--- config.mk ---
export PLATFORM = sky130hd
export DESIGN_NAME = high_score_board_flat
export DESIGN_NICKNAME = d
export VERILOG_FILES = /design/src/rtl/high_score_board_if.sv /design/src/rtl/high_score_board.sv /design/src/flat_wrapper.sv
export SDC_FILE = /design/constraint.sdc
export NUM_CORES = 1
export LEC_CHECK = 0
export CORE_ASPECT_RATIO = 1.2
export CORE_UTILIZATION = 23
export DETAILED_ROUTE_END_ITERATION = 10
export HOLD_SLACK_MARGIN = 0.06
export RECOVER_POWER = 100
export SYNTH_ARGS = -nofsm -noshare
export SYNTH_HDL_FRONTEND = slang
export SYNTH_SLANG_ARGS = --single-unit
--- constraint.sdc ---
create_clock -name clk -period 6.2 [get_ports clk]
set_input_delay 1.86 -clock clk [delete_from_list [all_inputs] [get_ports clk]]
set_output_delay 1.86 -clock clk [all_outputs]
set_load 0.03 [all_outputs]
--- src/rtl/high_score_board_if.sv ---
// Bus bundle for the reaction-time leaderboard: submit/key inputs and display outputs.
// The master side drives en/key/score; the board (slave) drives the display signals.
interface high_score_board_if #(
    parameter int DIGITS = 3,
    parameter int DEPTH  = 4
);
    localparam int SW = 4 * DIGITS;
    localparam int RW = $clog2(DEPTH);
    localparam int CW = RW + 1;

    logic          en;
    logic [1:0]    key;
    logic [SW-1:0] score;
    logic [SW-1:0] disp_bcd;
    logic [RW-1:0] disp_rank;
    logic          disp_valid;
    logic          new_best;
    logic [CW-1:0] ins_rank;
    logic [3:0]    out_state;

    modport master (
        output en, key, score,
        input  disp_bcd, disp_rank, disp_valid, new_best, ins_rank, out_state
    );

    modport slave (
        input  en, key, score,
        output disp_bcd, disp_rank, disp_valid, new_best, ins_rank, out_state
    );
endinterface

--- src/rtl/high_score_board.sv ---
// Sorted BCD reaction-time leaderboard: inserts submitted scores, then shows the
// board for HOLD_MS milliseconds while en stays high.
module high_score_board #(
    parameter int DIGITS  = 3,
    parameter int DEPTH   = 4,
    parameter int CLK_DIV = 50000,
    parameter int HOLD_MS = 3000
) (
    input logic              clk,
    input logic              rst_n,
    high_score_board_if.slave bus
);
    localparam int SW = 4 * DIGITS;
    localparam int RW = $clog2(DEPTH);
    localparam int CW = RW + 1;
    localparam int PW = (CLK_DIV > 1) ? $clog2(CLK_DIV) : 1;
    localparam int HW = (HOLD_MS > 0) ? $clog2(HOLD_MS + 1) : 1;

    typedef enum logic [1:0] {IDLE, INSERT, SHOW, DONE} state_t;

    state_t        state, state_nx;
    logic          en_p0, en_p1, en_p2;
    logic [1:0]    key_p0, key_p1, key_p2;
    logic [SW-1:0] tbl [DEPTH];
    logic [CW-1:0] count;
    logic [RW-1:0] disp_rank;
    logic [CW-1:0] ins_rank;
    logic          new_best;
    logic          clr_pend;
    logic [PW-1:0] presc;
    logic [HW-1:0] hold;

    logic          en_rise;
    logic [1:0]    key_fall;
    logic          tick;
    logic          clr_now;
    logic [CW-1:0] ins_pos;
    logic          ins_ok;

    // Zero and any digit above 9 are not valid reaction times.
    function automatic logic bcd_ok(input logic [SW-1:0] v);
        logic ok;
        ok = (v != '0);
        for (int d = 0; d < DIGITS; d++)
            if (v[4*d +: 4] > 4'd9) ok = 1'b0;
        return ok;
    endfunction

    assign en_rise  = en_p1 & ~en_p2;
    assign key_fall = key_p2 & ~key_p1;
    assign tick     = (state == SHOW) && (presc == PW'(CLK_DIV - 1));
    assign clr_now  = (key_fall[1] && state != INSERT) || clr_pend;

    // Valid BCD orders like plain unsigned binary, so a direct compare is enough.
    always_comb begin
        ins_pos = '0;
        for (int i = 0; i < DEPTH; i++)
            if (CW'(i) < count && tbl[i] <= bus.score) ins_pos = ins_pos + CW'(1);
    end

    assign ins_ok = bcd_ok(bus.score) && (ins_pos != CW'(DEPTH));

    always_ff @(posedge clk or negedge rst_n) begin
        if (!rst_n) state <= IDLE;
        else        state <= state_nx;
    end

    always_comb begin
        state_nx = state;
        case (state)
            IDLE:    if (en_rise) state_nx = INSERT;
            INSERT:  state_nx = SHOW;
            SHOW: begin
                if (!en_p1)
                    state_nx = IDLE;
                else if (hold == '0 || (tick && hold == HW'(1)))
                    state_nx = DONE;
            end
            DONE:    if (!en_p1) state_nx = IDLE;
            default: state_nx = IDLE;
        endcase
    end

    // Input synchroniser stages p0/p1; p2 holds the previous synchronised level.
    always_ff @(posedge clk or negedge rst_n) begin
        if (!rst_n) begin
            en_p0  <= 1'b0;
            en_p1  <= 1'b0;
            en_p2  <= 1'b0;
            key_p0 <= 2'b11;
            key_p1 <= 2'b11;
            key_p2 <= 2'b11;
        end else begin
            en_p0  <= bus.en;
            en_p1  <= en_p0;
            en_p2  <= en_p1;
            key_p0 <= bus.key;
            key_p1 <= key_p0;
            key_p2 <= key_p1;
        end
    end

    always_ff @(posedge clk or negedge rst_n) begin
        if (!rst_n) begin
            for (int i = 0; i < DEPTH; i++) tbl[i] <= '0;
            count     <= '0;
            disp_rank <= '0;
            ins_rank  <= CW'(DEPTH);
            new_best  <= 1'b0;
            clr_pend  <= 1'b0;
            presc     <= '0;
            hold      <= '0;
        end else begin
            new_best <= 1'b0;
            clr_pend <= key_fall[1] && (state == INSERT);

            if (state == INSERT) begin
                ins_rank <= ins_ok ? ins_pos : CW'(DEPTH);
                new_best <= ins_ok && (ins_pos == '0);
                if (ins_ok) begin
                    for (int i = DEPTH - 1; i > 0; i--) begin
                        if (CW'(i) > ins_pos)       tbl[i] <= tbl[i-1];
                        else if (CW'(i) == ins_pos) tbl[i] <= bus.score;
                    end
                    if (ins_pos == '0) tbl[0] <= bus.score;
                    if (count != CW'(DEPTH)) count <= count + CW'(1);
                end
            end

            if (state == INSERT) begin
                presc <= '0;
                hold  <= HW'(HOLD_MS);
            end else if (tick) begin
                presc <= '0;
                if (hold != '0) hold <= hold - HW'(1);
            end else if (state == SHOW) begin
                presc <= presc + PW'(1);
            end

            // Clear beats a simultaneous next-rank press; a clear seen in INSERT lands one cycle later.
            if (clr_now) begin
                count     <= '0;
                disp_rank <= '0;
            end else if (state == INSERT) begin
                disp_rank <= '0;
            end else if (key_fall[0]) begin
                if (count == '0 || ({1'b0, disp_rank} + CW'(1)) >= count)
                    disp_rank <= '0;
                else
                    disp_rank <= disp_rank + RW'(1);
            end
        end
    end

    assign bus.disp_rank  = disp_rank;
    assign bus.disp_valid = ({1'b0, disp_rank} < count);
    assign bus.disp_bcd   = bus.disp_valid ? tbl[disp_rank] : '0;
    assign bus.new_best   = new_best;
    assign bus.ins_rank   = ins_rank;
    assign bus.out_state  = (state == DONE) ? 4'd0 : 4'd3;
endmodule
--- src/flat_wrapper.sv ---
// flat-port wrapper written by rule: the top's interface ports become plain ports
module high_score_board_flat 
#(
    parameter int DIGITS  = 3,
    parameter int DEPTH   = 4,
    parameter int CLK_DIV = 50000,
    parameter int HOLD_MS = 3000
)
  (clk, rst_n, bus_en, bus_key, bus_score, bus_disp_bcd, bus_disp_rank, bus_disp_valid, bus_new_best, bus_ins_rank, bus_out_state);
  high_score_board_if #(.DIGITS(DIGITS), .DEPTH(DEPTH)) bus_i ();
  input logic clk;
  input logic rst_n;
  input wire logic [$bits(bus_i.en)-1:0] bus_en;
  input wire logic [$bits(bus_i.key)-1:0] bus_key;
  input wire logic [$bits(bus_i.score)-1:0] bus_score;
  output wire logic [$bits(bus_i.disp_bcd)-1:0] bus_disp_bcd;
  output wire logic [$bits(bus_i.disp_rank)-1:0] bus_disp_rank;
  output wire logic [$bits(bus_i.disp_valid)-1:0] bus_disp_valid;
  output wire logic [$bits(bus_i.new_best)-1:0] bus_new_best;
  output wire logic [$bits(bus_i.ins_rank)-1:0] bus_ins_rank;
  output wire logic [$bits(bus_i.out_state)-1:0] bus_out_state;
  assign bus_i.en = bus_en;
  assign bus_i.key = bus_key;
  assign bus_i.score = bus_score;
  assign bus_disp_bcd = bus_i.disp_bcd;
  assign bus_disp_rank = bus_i.disp_rank;
  assign bus_disp_valid = bus_i.disp_valid;
  assign bus_new_best = bus_i.new_best;
  assign bus_ins_rank = bus_i.ins_rank;
  assign bus_out_state = bus_i.out_state;
  high_score_board #(.DIGITS(DIGITS), .DEPTH(DEPTH), .CLK_DIV(CLK_DIV), .HOLD_MS(HOLD_MS)) u_core (.clk(clk), .rst_n(rst_n), .bus(bus_i));
endmodule
### Word level (Yosys, flattened, before mapping)

Index checks and enable logic that the tools add are counted.

| storage, ports and cells | value |
|---|---|
| input port bits | 17 |
| register bits after elaboration | 97 |

| operators by class | value |
|---|---|
| $lt $le $gt $ge | 17 |
| add/subtract/negate cells | 8 |
| mux-type cells | 39 |
| bitwise gates (word level) | 5 |
| reductions and logical operators | 36 |
| eq/ne operators | 14 |

Operators with widths:

| kind | count |
|---|---|
| 2-to-1 mux 12 bit | 12 |
| less-or-equal comparator 12 bit | 4 |
| 2-to-1 mux 16 bit | 3 |
| binary-select mux 12 bit (select 2 bit) | 1 |
| 2-to-1 mux 3 bit | 8 |
| nonzero test 12 bit | 2 |
| 2-to-1 mux 2 bit | 9 |
| AND reduction 3 bit | 6 |
| adder 16 x 1 -> 16 bit (second input constant) | 1 |
| == test 16 bit (second input constant) | 1 |
| nonzero test 2 bit | 8 |
| == test 12 x 1 -> 1 bit (second input constant) | 1 |
| greater-than comparator 4 bit (second input constant) | 3 |
| zero test 12 bit | 1 |
| subtractor 12 x 1 -> 12 bit (second input constant) | 1 |
| logical AND 1 bit | 10 |
| adder 3 x 1 -> 3 bit (second input constant) | 3 |
| inequality test 3 bit (second input constant) | 3 |
| one-hot mux 2 bit (4 select lines) | 1 |
| == test 2 x 3 -> 1 bit (first input constant) | 2 |
| greater-than comparator 2 x 3 -> 1 bit (first input constant) | 2 |
| zero test 3 bit | 2 |
| < comparator 1 x 3 -> 1 bit (first input constant) | 2 |
| < comparator 2 x 3 -> 1 bit (first input constant) | 2 |
| other kinds (22) | 31 |

### Longest topological paths before layout

Gate-level depths: netlist (run 1).

| logic depth | value |
|---|---|
| word-level depth | 14 |
| depth in mapped cells | 23 |
| gate-level depth less buffers | 22 |

### Worst setup path after synthesis (run 1)

No wires, ideal clock.

| timing path | value |
|---|---|
| path type | input -> register |
| start point | input bus_score[5] |
| end point | register u_core.tbl[2] (netlist name) |
| setup time | 0.125 ns |
| path buffers | 1 |
| required time | 6.075 ns |
| cell stages on the path | 23 |
| data arrival time | 6.516 ns |
| path slack | -0.441 ns |
| cell sequence | inv_1 ha_1 a21o_1 a21o_1 a21o_1 a21o_1 a21o_1 a21o_1 a211oi_1 o32ai_1 ha_1 nor2_1 nand2b_1 o211a_1 nand3_2 ha_1 or3_1 and4b_1 nor3_1 a221oi_2 buf_4 mux2_1 mux2_2 |

| between the ends | value |
|---|---|
| longest elaborated chain between the ends | 12 |
| elaborated cells between the ends (all ways) | 27 |
| those cells by class | add/sub (3); order compare (6); eq/ne (2); mux (8); reduce/logical (8) |

Ends and longest elaborated chain:

| what | line | RTL |
|---|---|---|
| from (decl) | flat_wrapper.sv:15 | `input wire logic [$bits(bus_i.score)-1:0] bus_score;` |
| less-or-equal comparator 12 bit | high_score_board.sv:58 | `if (CW'(i) < count && tbl[i] <= bus.score) ins_pos = ins_pos + CW'(1);` |
| logical AND 1 bit | high_score_board.sv:58 |  |
| 2-to-1 mux 1 bit | high_score_board.sv:58 |  |
| adder 1 x 1 -> 2 bit | high_score_board.sv:58 |  |
| 2-to-1 mux 3 bit | high_score_board.sv:58 |  |
| adder 3 x 1 -> 3 bit | high_score_board.sv:58 |  |
| 2-to-1 mux 3 bit | high_score_board.sv:58 |  |
| adder 3 x 1 -> 3 bit | high_score_board.sv:58 |  |
| 2-to-1 mux 3 bit | high_score_board.sv:58 |  |
| greater-than comparator 2 x 3 -> 1 bit (tied with other cells) | high_score_board.sv:122 | `if (CW'(i) > ins_pos) tbl[i] <= tbl[i-1];` |
| nonzero test 2 bit (no source line) or logical AND 1 bit (tied branches) | n/a |  |
| AND reduction 3 bit (no source line) | n/a |  |
| to (signal, indexed assignment) | high_score_board.sv:122 |  |
| to (signal, indexed assignment) | high_score_board.sv:123 | `else if (CW'(i) == ins_pos) tbl[i] <= bus.score;` |
| to (decl) | high_score_board.sv:24 | `logic [SW-1:0] tbl [DEPTH];` |

Several ways; a longest one is shown, not always the timed one.
A chain may end at the register's enable or synchronous reset.

### Worst setup path in the final report (run 1)

| timing path | value |
|---|---|
| start point | input bus_score[5] |
| end point | register u_core.tbl[7] (netlist name) |

The elaborated chain is that of the path after synthesis.

==> results of run 1 <==
[layout by cell type, fill, tap and decap left out, drive strengths merged, types with 3 or more instances in the layout]
cell           count
a21o              16
a21oi             22
a31oi              6
and4               4
and4b              3
buf               65
clkbuf            15
clkdlybuf4s50     14
clkinv             4
dfrtp             90
dfstp              7
dlygate4sd2        3
dlygate4sd3       11
dlymetal6s2s       4
ha                66
inv               35
mux2              78
mux2i              7
mux4              12
nand2             26
nand2b            12
nand3             17
nand4             20
nor2              38
nor2b             18
nor3              11
nor4               6
o211ai             3
o21ai             18
o22ai              3
o31ai              3
o32ai              3
or2                3
or3                3
xnor2             10
xor2              13
[flip-flops by register name, summed over array words and instances, names as in the netlist]
| register | count |
|---|---|
| u_core.count | 3 |
| u_core.key_p1 | 2 |
| u_core.bus.new_best | 1 |
| u_core.state | 2 |
| u_core.hold | 12 |
| u_core.bus.ins_rank | 3 |
| u_core.en_p2 | 1 |
| u_core.tbl | 48 |
| u_core.clr_pend | 1 |
| u_core.key_p0 | 2 |
| u_core.bus.disp_rank | 2 |
| u_core.en_p1 | 1 |
| u_core.presc | 16 |
| u_core.key_p2 | 2 |
| u_core.en_p0 | 1 |
[routing by layer]
layer | GRT usage, % | share of wire, %
met5 | 0 | 0
met4 | 4.41 | 3.0
met3 | 2.29 | 3.5
met2 | 19.7 | 48
met1 | 14.5 | 45
[worst max-delay path, stage by stage]
cell and delay, ps:
buf_8 80, clkinv_4 40, ha_4 210, a21o_1 170
a21o_1 140, a21o_1 150, a21o_1 170, a21o_1 140
a21o_1 190, a211oi_2 240, o32ai_2 110, ha_1 360
nor2_2 60, nand2b_1 90, o211a_1 190, nand3_4 90
ha_4 160, or3_4 330, and4b_1 290, nor3_2 70
a221oi_2 310, buf_4 170, clkbuf_16 150, mux2_4 290
mux2_4 250
[kinds of logic (layout without fill, tap and decap cells)]
kind of cell | after synthesis | in the layout | synth area share (%)
flip-flops | 97 | 97 | 37.0
AND/OR/NAND/NOR | 173 | 173 | 14.6
multiplexers | 97 | 97 | 19.0
other | 1 | 2 | 0.0570
XOR/XNOR | 23 | 23 | 3.06
AO/OA/AOI/OAI | 93 | 93 | 9.93
adder cells (fa/ha/maj) | 66 | 66 | 12.6
buffers and inverters | 54 | 153 | 3.69
[metrics by stage]
step / setup WS (ps) / std cells / utilization, % / hold WS, ps
final: 106 / 1083 / 29.8 / 352
after global routing: -56.3 / 1083 / 29.8 / 367
after CTS: 0.0231 / 1082 / 29.8 / 353
after detailed placement: -669 / 1062 / 28.3 / 335
after global placement: -598 / 1062 / 28.3 / 334
after floorplan: 14.3 / 605 / - / 331
[worst min path at each step]
stage                     slack (ps)  depth (start not counted)                        from                          to
final                            350                          0      u_core.en_p0$_DFF_PN0_      u_core.en_p1$_DFF_PN0_
after CTS                        350                          0      u_core.en_p0$_DFF_PN0_      u_core.en_p1$_DFF_PN0_
after floorplan                  330                          0      u_core.en_p0$_DFF_PN0_      u_core.en_p1$_DFF_PN0_
after global placement           330                          0      u_core.en_p0$_DFF_PN0_      u_core.en_p1$_DFF_PN0_
after detailed placement         330                          0      u_core.en_p0$_DFF_PN0_      u_core.en_p1$_DFF_PN0_
after global routing             370                          0  u_core.key_p0[1]$_DFF_PN1_  u_core.key_p1[1]$_DFF_PN1_
[report_power, final]
part / switching (W) / leakage, nW / internal [W] / total [W]
registers: 0.000222 / 1.21 / 0.000825 / 0.00105
logic: 0.000754 / 2.36 / 0.000857 / 0.00161
clock network: 0.000267 / 0.149 / 0.000319 / 0.000587
total: 0.00124 / 3.71 / 0.00200 / 0.00324
[timing repair]
item,4_1_cts,5_1_grt
setup buffers,3,2
endpoints found under the setup margin,46,47
pin swaps,9,17
resized for setup,25,21
cloned,1,0
[area by class of cell]
type | count | area share [%]
Clock buffer | 10 | 2.74
Timing Repair Buffer | 103 | 10.9
Tap cell | 379 | 5.68
Sequential cell | 97 | 29.2
Multi-Input combinational cell | 454 | 49.0
Inverter | 34 | 1.59
Clock inverter | 6 | 0.869
==> impl_metrics.json, run 1 <==
{
  "syn_inst": 604,
  "row_count": 67,
  "ir_drop_v": 0.000173,
  "cp_data_required_time_ps": 6440,
  "yosysTopAreaCellShare_pct": 34.2,
  "final_area_um2": 8350,
  "drc": 0,
  "root_buffer": "clkbuf_16",
  "fin_setup_tns_ps": 0,
  "area_growth_pct": 27.0,
  "cts_buffer_depth": 2,
  "ys_top_cells_by_count": "90 x dfrtp_1, 66 x ha_1, 51 x mux2_2, 37 x nor2_1, 33 x inv_1",
  "tightest_slew_ps": 2600,
  "startpoint_type": "input pin",
  "synth_seq_cells": 97,
  "finalPower_w": 0.00324,
  "finalMaxSlewViolations": 47,
  "worstSetupStartpoint": "bus_score[5]",
  "cts_tree": "yes",
  "h-tree-depth": 3,
  "end_kind": "flop",
  "yosysWarnings": 0,
  "period_share_pct": 98.3,
  "r2r_end": "u_core.tbl[7]$_DFFE_PN0P_",
  "fillers": 2907,
  "gp_congestion": 0.838,
  "drive_above_1_share_pct": 29.8,
  "critPathMaxFanout": 6,
  "clk_latency_ps": 350,
  "max_cap_viol_count": 1,
  "synth.distinct_cells": 71,
  "pin_count": 40,
  "grt_pass1_vias": 5005,
  "viasPerCell": 4.55,
  "die_area_um2": 29300,
  "seq_area_um2": 2440,
  "critPathKind": "in -> reg",
  "r2r_setup_slack_ps": 1220,
  "fmax_mhz": 164,
  "power_leakage_nw": 3.71,
  "drt_iter0_markers": 199,
  "outcome": "finished with violations",
  "synth_top_area_cell": "dfrtp_1",
  "cts_buffers": 9,
  "cts_hold_buf": 0,
  "syn_avg_cell_area_um2": 10.9,
  "die_h_um": 187,
  "start_util_pct": 23.5,
  "setup_violations": 0,
  "final_antenna_net_count": 0,
  "ys.flop_type": "dfrtp_1",
  "synth_seq_area_share_pct": 37.0,
  "grt_max_degree": 53,
  "hold_violations": 0,
  "wire_per_inst_um": 15.2,
  "synth-edff-count": 0,
  "worst_clock_skew_ps": 9.12,
  "r2r_cells": 23,
  "violations": "capacitance limit, slew limit",
  "antenna_found_initial": 0,
  "synth_area_leaders": "dfrtp_1 34%, ha_1 13%, mux2_2 8.7%",
  "clk_pin_slew_worst_paths_ps": 70,
  "period_needed_ps": 6090,
  "fp.dieW_um": 156,
  "post_dp_cell_area_um2": 7940,
  "cts_sinks": 97,
  "cp.arrival_ps": 6330,
  "rsz0062_at_grt": "true",
  "synth.most_common_cell": "dfrtp_1",
  "r2r_start": "u_core.tbl[41]$_DFFE_PN0P_",
  "async_flop_share_pct": 100,
  "grt_pass1_wl_mm": 26.5,
  "io_buffers": 37,
  "grt_overflow_total": 0,
  "critPathCapture": "u_core.tbl[7]$_DFFE_PN0P_",
  "p_per_area_nw_per_um2": 388,
  "core_um2": 28000,
  "multi_input_area_um2": 4100,
  "fin_nets": 782,
  "grt_use_total_pct": 11.7,
  "hpwlAfterDp_mm": 12.2,
  "via_count": 4927,
  "syn_area_um2": 6580,
  "slew_headroom_pct": -73.3,
  "antenna_cells": 0,
  "wirelength_mm": 16.4,
  "hp-class": "reg -> reg",
  "drt_first_pass_iters": 4
}
Power figures use the tool's default switching activity.
==> inputs of run 2 (changes only) <==
--- a/config.mk
+++ b/config.mk
@@ -7,7 +7,9 @@
 export LEC_CHECK = 0
 export CORE_ASPECT_RATIO = 1.2
 export CORE_UTILIZATION = 23
+export CTS_CLUSTER_SIZE = 25
 export DETAILED_ROUTE_END_ITERATION = 10
+export DONT_BUFFER_PORTS = 1
 export HOLD_SLACK_MARGIN = 0.06
 export RECOVER_POWER = 100
 export SYNTH_ARGS = -nofsm -noshare
==> impl_metrics.json, run 2 (synthesis results as in run 1) <==
{
  "h-tree-depth": 3,
  "viasPerCell": 4.64,
  "core_um2": 28000,
  "wirelength_mm": 16.1,
  "setup_violations": 0,
  "gp_congestion": 0.866,
  "placed_cells": 990,
  "layout_common_cells": "90 x dfrtp_1, 63 x ha_1, 42 x mux2_2",
  "violations": "capacitance limit, slew limit",
  "fin_setup_tns_ps": 0,
  "die_area_um2": 29300,
  "worstPathCellList": "inv_6, ha_4, a21o_1, a21o_1, a21o_1, a21o_1, a21o_1, a21o_1, a211oi_2, o32ai_1, ha_1, nor2_1, nand2b_1, o211a_1, nand3_4, ha_4, or3_1, and4b_1, nor3_2, a221oi_2, buf_4, mux2_2, mux2_2",
  "grt_overflow_total": 0,
  "antenna_cells": 0,
  "critPathKind": "in -> reg",
  "outcome": "finished with violations",
  "crit_path_top_delay_cell": "a221oi_2",
  "tightest_slew_ps": 1830,
  "grt_max_degree": 98,
  "crit_top_cell": "a21o_1",
  "hp-class": "reg -> reg",
  "drc": 0,
  "max_cap_viol_count": 2,
  "period_share_pct": 96.3,
  "row_count": 67,
  "drt_first_pass_iters": 4,
  "grt_pass1_wl_mm": 25.8,
  "rsz0062_at_grt": "false",
  "wire_per_inst_um": 16.0,
  "finalMaxSlewViolations": 34,
  "pre_cts_slack_ps": -117,
  "regMostFlops": "u_core.tbl",
  "critPathMaxStageDelay_ps": 370,
  "clk_latency_ps": 360,
  "setup_ws_ps": 232,
  "grt_pass1_vias": 4678,
  "critPathMaxFanout": 7,
  "fmax_mhz": 168,
  "grt_use_total_pct": 11.4,
  "cp_data_required_time_ps": 6440,
  "largest_reg_flops": 48,
  "via_count": 4666,
  "r2r_setup_slack_ps": 1260,
  "p_per_area_nw_per_um2": 401,
  "die_h_um": 187,
  "worst_clock_skew_ps": 9.32,
  "cts_sinks": 97,
  "area_growth_pct": 14.7,
  "cts_buffers": 9,
  "fp.dieW_um": 156,
  "finalNonFillerCells": 1006,
  "hold_violations": 0,
  "cts_setup_buffers": 0,
  "clk_pin_slew_worst_paths_ps": 70,
  "cts_hold_buf": 0,
  "cp.arrival_ps": 6200,
  "pin_count": 40,
  "layout_commonest_cell": "dfrtp_1",
  "power_leakage_nw": 3.27,
  "cts_tree": "yes",
  "hpwlAfterDp_mm": 11.6,
  "final_antenna_net_count": 0,
  "root_buffer": "clkbuf_16",
  "finalPower_w": 0.00302,
  "ir_drop_v": 0.000136,
  "drt_iter0_markers": 357,
  "antenna_found_initial": 0,
  "end_kind": "flop",
  "period_needed_ps": 5970,
  "io_buffers": 0,
  "fin_nets": 705,
  "slew_headroom_pct": -22.3,
  "startpoint_type": "input pin",
  "cts_buffer_depth": 2,
  "fillers": 2990,
  "reg_top3": "u_core.tbl (48), u_core.presc (16), u_core.hold (12)",
  "drive_above_1_share_pct": 20.7,
  "start_util_pct": 23.5
}
[run 2: changes by cell type in the layout (fill, tap and decap cells not counted), moves of 4 or more]
cell / change
mux2_1: +15
mux2_4: -15
clkdlybuf4s50_1: -14
inv_2: -5
inv_1: +5
dlymetal6s2s_1: -4
dlygate4sd3_1: -11
buf_4: -44
[run 2: final timing paths]
path                                       startpoint                         end  cells after the start
setup / recovery                         bus_score[5]   u_core.tbl[1]$_DFFE_PN0P_                     23
hold / removal                 u_core.en_p0$_DFF_PN0_      u_core.en_p1$_DFF_PN0_                      0
setup reg to reg           u_core.tbl[41]$_DFFE_PN0P_   u_core.tbl[1]$_DFFE_PN0P_                     22
hold reg to reg                u_core.en_p0$_DFF_PN0_      u_core.en_p1$_DFF_PN0_                      0
max in group asynchronous                       rst_n  u_core.key_p0[0]$_DFF_PN1_                      0
min in group asynchronous                       rst_n  u_core.tbl[29]$_DFFE_PN0P_                      0
[run 2: worst max-delay path, delay by kind of cell]
family,cells,cell delay [ps]
compound gates,10,1830
fa+ha+maj,3,710
buf+inv,2,260
mux,2,590
simple gates,6,950
[run 2: layout make-up]
type	instances	area [µm²]	share of cell area [%]
inverter	34	133	1.76
sequential	97	2440	32.3
tap	379	474	6.29
multi-input combinational	454	3940	52.3
clock inverter	6	103	1.36
clock buffer	10	239	3.17
timing repair buffer	26	215	2.85
[run 2: per-stage QoR]
step	hold WS [ps]	utilization (%)	cell area [µm²]
2_1_floorplan	331	-	6700
3_3_place_gp	337	26.1	7310
3_5_place_dp	339	26.1	7310
4_1_cts	357	27.3	7650
5_1_grt	360	26.9	7540
6_report	353	26.9	7540
[run 2: power breakdown]
group	internal, W	total (W)	switching, W	leakage [nW]
combinational	0.000644	0.00131	0.000668	1.89
sequential	0.000824	0.00106	0.000236	1.20
clock	0.000375	0.000653	0.000278	0.169
total	0.00184	0.00302	0.00118	3.27
[run 2: routing by layer]
metal  share of wire [%]  up-vias  GRT usage, %
met5                   0        -             0
met4                 1.1        0          3.05
met3                 4.8       12          2.94
met2                  49       79          19.0
met1                  45     2316          14.3
li1                    -     2259             -
[run 2: repair_timing]
action | 4_1_cts | 5_1_grt
gates resized for setup | 0 | 3
endpoints found under the setup margin | 0 | 18
endpoints found under the hold margin | 0 | 0
